**src/rtl/lif_pkg.sv**
```systemverilog
// ============================================================================
//  Module   : lif_pkg
//  Brief    : Default widths for the LIF neuron array and a saturating adder
//  Revision : 1.0 - initial release
// ============================================================================
`default_nettype none

package lif_pkg;

    localparam int c_N_NEURONS  = 4;
    localparam int c_IN_W       = 4;
    localparam int c_STATE_W    = 8;
    localparam int c_REFRAC_W   = 3;
    localparam int c_FIFO_DEPTH = 4;

    // 8-bit add that sticks at 255 instead of wrapping
    function automatic logic [7:0] sat_add8(input logic [7:0] a, input logic [7:0] b);
        logic [8:0] s;
        s = {1'b0, a} + {1'b0, b};
        return s[8] ? 8'hFF : s[7:0];
    endfunction

endpackage : lif_pkg

`default_nettype wire

```
**src/rtl/lif_neuron.sv**
```systemverilog
// ============================================================================
//  Module   : lif_neuron
//  Brief    : One leaky integrate-and-fire neuron with refractory counter
//  Revision : 1.0 - initial release
// ============================================================================
`default_nettype none

module lif_neuron
    import lif_pkg::*;
#(
    parameter int IN_W     = c_IN_W,
    parameter int STATE_W  = c_STATE_W,
    parameter int REFRAC_W = c_REFRAC_W
)(
    input  logic                clk,
    input  logic                rst,
    input  logic                i_step,
    input  logic [IN_W-1:0]     i_cur,
    input  logic [STATE_W-1:0]  i_threshold,
    input  logic [2:0]          i_leak_shift,
    input  logic [REFRAC_W-1:0] i_refrac_cycles,
    output logic [STATE_W-1:0]  o_state,
    output logic                o_fire,   // combinational: fires on this step
    output logic                o_spike   // registered spike pulse
);

    logic [STATE_W-1:0]  r_state;
    logic [REFRAC_W-1:0] r_rcnt;
    logic                r_spike;
    logic [STATE_W-1:0]  w_leak;
    logic [STATE_W:0]    w_sum;
    logic [STATE_W-1:0]  w_nxt;
    logic                w_refrac;
    logic                w_fire;

    // Leak, integrate with one guard bit, saturate, compare to threshold
    always_comb begin
        w_leak   = (i_leak_shift == 3'd0) ? '0 : (r_state >> i_leak_shift);
        w_sum    = {1'b0, r_state} - {1'b0, w_leak}
                 + {{(STATE_W + 1 - IN_W){1'b0}}, i_cur};
        w_nxt    = w_sum[STATE_W] ? '1 : w_sum[STATE_W-1:0];
        w_refrac = (r_rcnt != '0);
        w_fire   = i_step && !w_refrac && (w_nxt >= i_threshold);
    end

    // Membrane, refractory counter and spike pulse update
    always_ff @(posedge clk) begin
        if (rst) begin
            r_state <= '0;
            r_rcnt  <= '0;
            r_spike <= 1'b0;
        end else begin
            r_spike <= w_fire;
            if (i_step) begin
                if (w_refrac) begin
                    r_rcnt  <= r_rcnt - 1'b1;
                    r_state <= '0;
                end else if (w_fire) begin
                    r_state <= '0;
                    r_rcnt  <= i_refrac_cycles;
                end else begin
                    r_state <= w_nxt;
                end
            end
        end
    end

    assign o_state = r_state;
    assign o_fire  = w_fire;
    assign o_spike = r_spike;

endmodule : lif_neuron

`default_nettype wire

```
**src/rtl/lif_neuron_array_aer.sv**
```systemverilog
// ============================================================================
//  Module   : lif_neuron_array_aer
//  Brief    : Array of LIF neurons whose spikes are serialised into an
//             address-event stream through a small show-ahead FIFO
//  Revision : 1.0 - initial release
// ============================================================================
`default_nettype none

module lif_neuron_array_aer
    import lif_pkg::*;
#(
    parameter  int N_NEURONS  = c_N_NEURONS,
    parameter  int IN_W       = c_IN_W,
    parameter  int STATE_W    = c_STATE_W,
    parameter  int REFRAC_W   = c_REFRAC_W,
    parameter  int FIFO_DEPTH = c_FIFO_DEPTH,
    localparam int ADDR_W     = $clog2(N_NEURONS)
)(
    input  logic                      clk,
    input  logic                      reset,
    input  logic                      step,
    input  logic [N_NEURONS*IN_W-1:0] ext_input,
    input  logic [STATE_W-1:0]        threshold,
    input  logic [2:0]                leak_shift,
    input  logic [REFRAC_W-1:0]       refrac_cycles,
    input  logic [ADDR_W-1:0]         mon_sel,
    output logic [N_NEURONS-1:0]      spike,
    output logic [STATE_W-1:0]        mon_state,
    output logic                      aer_valid,
    output logic [ADDR_W-1:0]         aer_addr,
    input  logic                      aer_ready,
    output logic [7:0]                drop_cnt
);

    localparam int c_PTR_W = $clog2(FIFO_DEPTH);
    localparam int c_CNT_W = c_PTR_W + 1;

    logic [N_NEURONS-1:0] w_fire;
    logic [N_NEURONS-1:0] w_spike;
    logic [STATE_W-1:0]   w_state [N_NEURONS];

    logic [N_NEURONS-1:0] r_pend;
    logic [ADDR_W-1:0]    r_fifo [FIFO_DEPTH];
    logic [c_PTR_W-1:0]   r_wr_ptr;
    logic [c_PTR_W-1:0]   r_rd_ptr;
    logic [c_CNT_W-1:0]   r_count;
    logic [7:0]           r_drop_cnt;

    logic                 w_full;
    logic                 w_empty;
    logic                 w_pop;
    logic                 w_push;
    logic [ADDR_W-1:0]    w_enc_idx;
    logic [N_NEURONS-1:0] w_clr;
    logic [N_NEURONS-1:0] w_drop;
    logic [7:0]           w_drop_num;

    generate
        for (genvar gi = 0; gi < N_NEURONS; gi++) begin : g_neuron
            lif_neuron #(
                .IN_W     (IN_W),
                .STATE_W  (STATE_W),
                .REFRAC_W (REFRAC_W)
            ) u_neuron (
                .clk             (clk),
                .rst             (reset),
                .i_step          (step),
                .i_cur           (ext_input[gi*IN_W +: IN_W]),
                .i_threshold     (threshold),
                .i_leak_shift    (leak_shift),
                .i_refrac_cycles (refrac_cycles),
                .o_state         (w_state[gi]),
                .o_fire          (w_fire[gi]),
                .o_spike         (w_spike[gi])
            );
        end
    endgenerate

    // Priority encode the pending mask, decide push/pop and count drops.
    // A bit being pushed this cycle is free to be re-set by a new spike,
    // so it does not count as a drop.
    always_comb begin
        w_enc_idx = '0;
        w_clr     = '0;
        for (int i = N_NEURONS - 1; i >= 0; i--) begin
            if (r_pend[i]) begin
                w_enc_idx = ADDR_W'(i);
            end
        end
        w_full  = (r_count == c_CNT_W'(FIFO_DEPTH));
        w_empty = (r_count == '0);
        w_pop   = !w_empty && aer_ready;
        w_push  = (|r_pend) && (!w_full || w_pop);
        if (w_push) begin
            w_clr[w_enc_idx] = 1'b1;
        end
        w_drop     = w_fire & r_pend & ~w_clr;
        w_drop_num = '0;
        for (int i = 0; i < N_NEURONS; i++) begin
            w_drop_num = w_drop_num + {7'd0, w_drop[i]};
        end
    end

    // Pending mask, FIFO storage/pointers and drop counter
    always_ff @(posedge clk) begin
        if (reset) begin
            r_pend     <= '0;
            r_wr_ptr   <= '0;
            r_rd_ptr   <= '0;
            r_count    <= '0;
            r_drop_cnt <= '0;
            for (int i = 0; i < FIFO_DEPTH; i++) begin
                r_fifo[i] <= '0;
            end
        end else begin
            r_pend     <= (r_pend & ~w_clr) | w_fire;
            r_drop_cnt <= sat_add8(r_drop_cnt, w_drop_num);
            if (w_push) begin
                r_fifo[r_wr_ptr] <= w_enc_idx;
                r_wr_ptr         <= r_wr_ptr + 1'b1;
            end
            if (w_pop) begin
                r_rd_ptr <= r_rd_ptr + 1'b1;
            end
            if (w_push && !w_pop) begin
                r_count <= r_count + 1'b1;
            end else if (w_pop && !w_push) begin
                r_count <= r_count - 1'b1;
            end
        end
    end

    // Monitor mux over the neuron membrane registers
    always_comb begin
        mon_state = '0;
        if (int'(mon_sel) < N_NEURONS) begin
            mon_state = w_state[mon_sel];
        end
    end

    assign spike     = w_spike;
    assign aer_valid = !w_empty;
    assign aer_addr  = r_fifo[r_rd_ptr];
    assign drop_cnt  = r_drop_cnt;

endmodule : lif_neuron_array_aer

`default_nettype wire

```
**config.mk**
```make
export PLATFORM = sky130hd
export DESIGN_NAME = lif_neuron_array_aer
export DESIGN_NICKNAME = d
export VERILOG_FILES = /design/src/rtl/lif_pkg.sv /design/src/rtl/lif_neuron.sv /design/src/rtl/lif_neuron_array_aer.sv
export SDC_FILE = /design/constraint.sdc
export NUM_CORES = 1
export LEC_CHECK = 0
export ABC_CLOCK_PERIOD_IN_PS = 7800
export BUFFER_PORTS_ARGS = -buffer_cell sky130_fd_sc_hd__buf_2
export CORE_UTILIZATION = 51
export CTS_BUF_LIST = sky130_fd_sc_hd__clkbuf_4 sky130_fd_sc_hd__clkbuf_8 sky130_fd_sc_hd__clkbuf_16
export CTS_CLUSTER_SIZE = 28
export DETAILED_ROUTE_END_ITERATION = 8
export GPL_ROUTABILITY_DRIVEN = 0
export PLACE_DENSITY = 0.72
export SYNTH_ARGS = -nofsm -noshare
export SYNTH_HDL_FRONTEND = slang
export SYNTH_SLANG_ARGS = --single-unit
```
**constraint.sdc**
```tcl
create_clock -name clk -period 7.8 [get_ports clk]
set_input_delay 1.56 -clock clk [delete_from_list [all_inputs] [get_ports clk]]
set_output_delay 1.56 -clock clk [all_outputs]
set_load 0.01 [all_outputs]
```
==> reports/qor.csv <==
metric,value,unit
dieHeight,121,um
power_density,467,nW/um^2
fin_setup_tns,0,ns
hold_path_class,reg2reg,
crit_buf_inv,5,
critPathRequiredTime,7.99,ns
cp_top_family,adder cells,
synthXorXnorAreaFrac,0.0340,
fin_skew,0.00884,ns
synth.area.top_cells,"dfxtp_1 (19%), ha_1 (16%), fa_1 (5.5%)",
clkTransAtPathRegs,0.07,ns
drv_slew,0,
die-area,14600,sq um
antenna_found_initial,0,
wl,17800,um
cts_tree,built,
critPathCaptureType,flip-flop,
hold_viol_final,0,
synth_compound_area_frac,0.222,
synth_ff_type,dfxtp_1,
port_buffers,58,
syn_to_final_growth,14.0,%
worst_pin_slew,0.718,ns
p_leak,3.67,nW
yosysSeqAreaShare,0.225,
h-tree-depth,3,
max-cap-violations,0,
rows,43,
grt_overflow,0,
synth_area_per_cell,8.42,sq um
final_cell_mix,"inv_1 (97), ha_1 (90), dfxtp_1 (69), nand2_1 (66), a21oi_1 (60)",
clockBufferDepth,2,
synth-simple-area-share,0.168,
core_area,13800,sq um
antenna_left,0,
nNetsFinal,1077,
start_util,0.522,
relSlewSlack,0.521,
grt_pass1_vias,5925,
drt-initial-drc-count,445,
numCtsBuffers,9,
cts_sinks,77,
arrival,7.59,ns
dp.cells,1100,
viasPerCell,5.82,
grt_usage,0.252,
synth-edff-count,8,
postSynth.asyncResetShare,0,
crit_slowest_cell,fa_1,
synth_cell_types,68,
synthAdderAreaFrac,0.212,
layout_setup_ws,0.394,ns
synth_top_family_by_area,compound AO/OA/AOI/OAI gates,
max_freq,135,MHz
grt_max_degree,39,
critical_path_class,in2reg,
drive_gt1_frac,0.175,
instances_no_fill,1116,
post-route-period-util,0.949,
yosysTopAreaCell,dfxtp_1,
netlist_instances,857,
outcome,completed,
slowest_delay,0.49,ns
first_pass_iters,5,
final_common_cell,inv_1,
ioPinCount,59,
post-place-ws,-0.209,ns
synthesis.area,7220,sq um
ys_seq_elements,77,
clock_latency,0.33,ns
place_hpwl,14200,um
cts_setup_buffers,0,
critical_path_peak_fanout,20,
start_kind,input pin,
vias,6500,
ctsRootBufferMaster,clkbuf_16,
yosysWarnings,0,
setup_viol,0,
die_w,121,um
diodes,0,
wl_per_cell,15.9,um
synthMuxAreaShare,0.0676,
fillCellCount,1255,
drcViolationCount,0,
vdd_drop_max,0.479,mV
fin_crit,7.41,ns
netlist.area_leader.share,0.191,
grt_pass1_wl,29300,um
synth_stat cells (all sizes together), types with 15 or more instances:
cell type and count:
nand2 66, nand3 34, mux2i 15, fa 20
clkbuf 21, nor3 17, a21oi 60, ha 90
o21ai 46, dfxtp 69, a22o 28, nor2 58
nand2b 16, xor2 16, nor2b 15, inv 97
report_power, final:
group	switching [mW]	internal, mW
Clock	0.184	0.256
Sequential	0.156	0.537
Combinational	1.49	1.21
Total	1.83	2.01
worst min-delay path: stages, from the launching register on:
cell	delay, ns
dfxtp_1	0.33
nand2_1	0.06
nand2_1	0.05
cells by family (layout without fill, tap and decap cells):
group                    count (synthesis)  count (layout)
AND/OR/NAND/NOR                        245             245
AO/OA/AOI/OAI                          233             233
buffers and inverters                  131             207
adder cells (fa/ha/maj)                110             110
flip-flops                              77              77
multiplexers                            32              32
XOR/XNOR                                28              28
other                                    1               4
layout make-up:
class	instances	area, sq um	area share
clock inverter	7	92.6	0.0113
timing repair buffer	94	571	0.0694
inverter	97	364	0.0443
sequential	77	1620	0.197
multi-input combinational	652	5130	0.623
tap	180	225	0.0274
clock buffer	9	225	0.0274
routing by layer:
layer | wire (um) | share of wire | vias up | track usage
li1 | - | - | 3227 | -
met1 | 8370 | 0.47 | 3032 | 0.358
met2 | 8220 | 0.46 | 219 | 0.404
met3 | 1020 | 0.057 | 22 | 0.0376
met4 | 182 | 0.010 | 0 | 0.0478
met5 | 0 | 0 | - | 0
repair_timing:
| action | 4_1_cts | 5_1_grt |
|---|---|---|
| gates resized for setup | 0 | 15 |
| hold buffers | 0 | 0 |
| endpoints found under the hold margin | 0 | 0 |
| setup endpoints to repair | 0 | 8 |
state kept, by name, indices dropped and copies added, names as in the netlist, named ones only:
name / count
drop_cnt: 8
g_neuron.u_neuron.o_spike: 4
g_neuron.u_neuron.o_state: 32
g_neuron.u_neuron.r_rcnt: 12
r_count: 3
r_fifo: 8
r_pend: 4
r_rd_ptr: 2
r_wr_ptr: 2
per-stage QoR:
step / util / total power, mW / hold WS [ns] / instance area, sq um
2_1_floorplan: - / 2.62 / 0.432 / 7230
3_5_place_dp: 0.569 / 3.35 / 0.474 / 7860
6_report: 0.595 / 3.84 / 0.482 / 8230
5_1_grt: 0.595 / 4.23 / 0.511 / 8230
3_3_place_gp: 0.569 / 3.30 / 0.472 / 7860
4_1_cts: 0.592 / 3.80 / 0.485 / 8180
worst paths after layout:
kind	startpoint	end	slack, ns	cells past startpoint
worst max-delay path	leak_shift[1]	drop_cnt[2]	0.39	31
worst min-delay path	g_neuron[1].u_neuron.o_state[0]	g_neuron[1].u_neuron.o_state[0]	0.48	2
worst max register to register	g_neuron[0].u_neuron.o_state[6]	drop_cnt[2]	1.47	24
worst min register to register	g_neuron[1].u_neuron.o_state[0]	g_neuron[1].u_neuron.o_state[0]	0.48	2
Power figures use the tool's default switching activity.
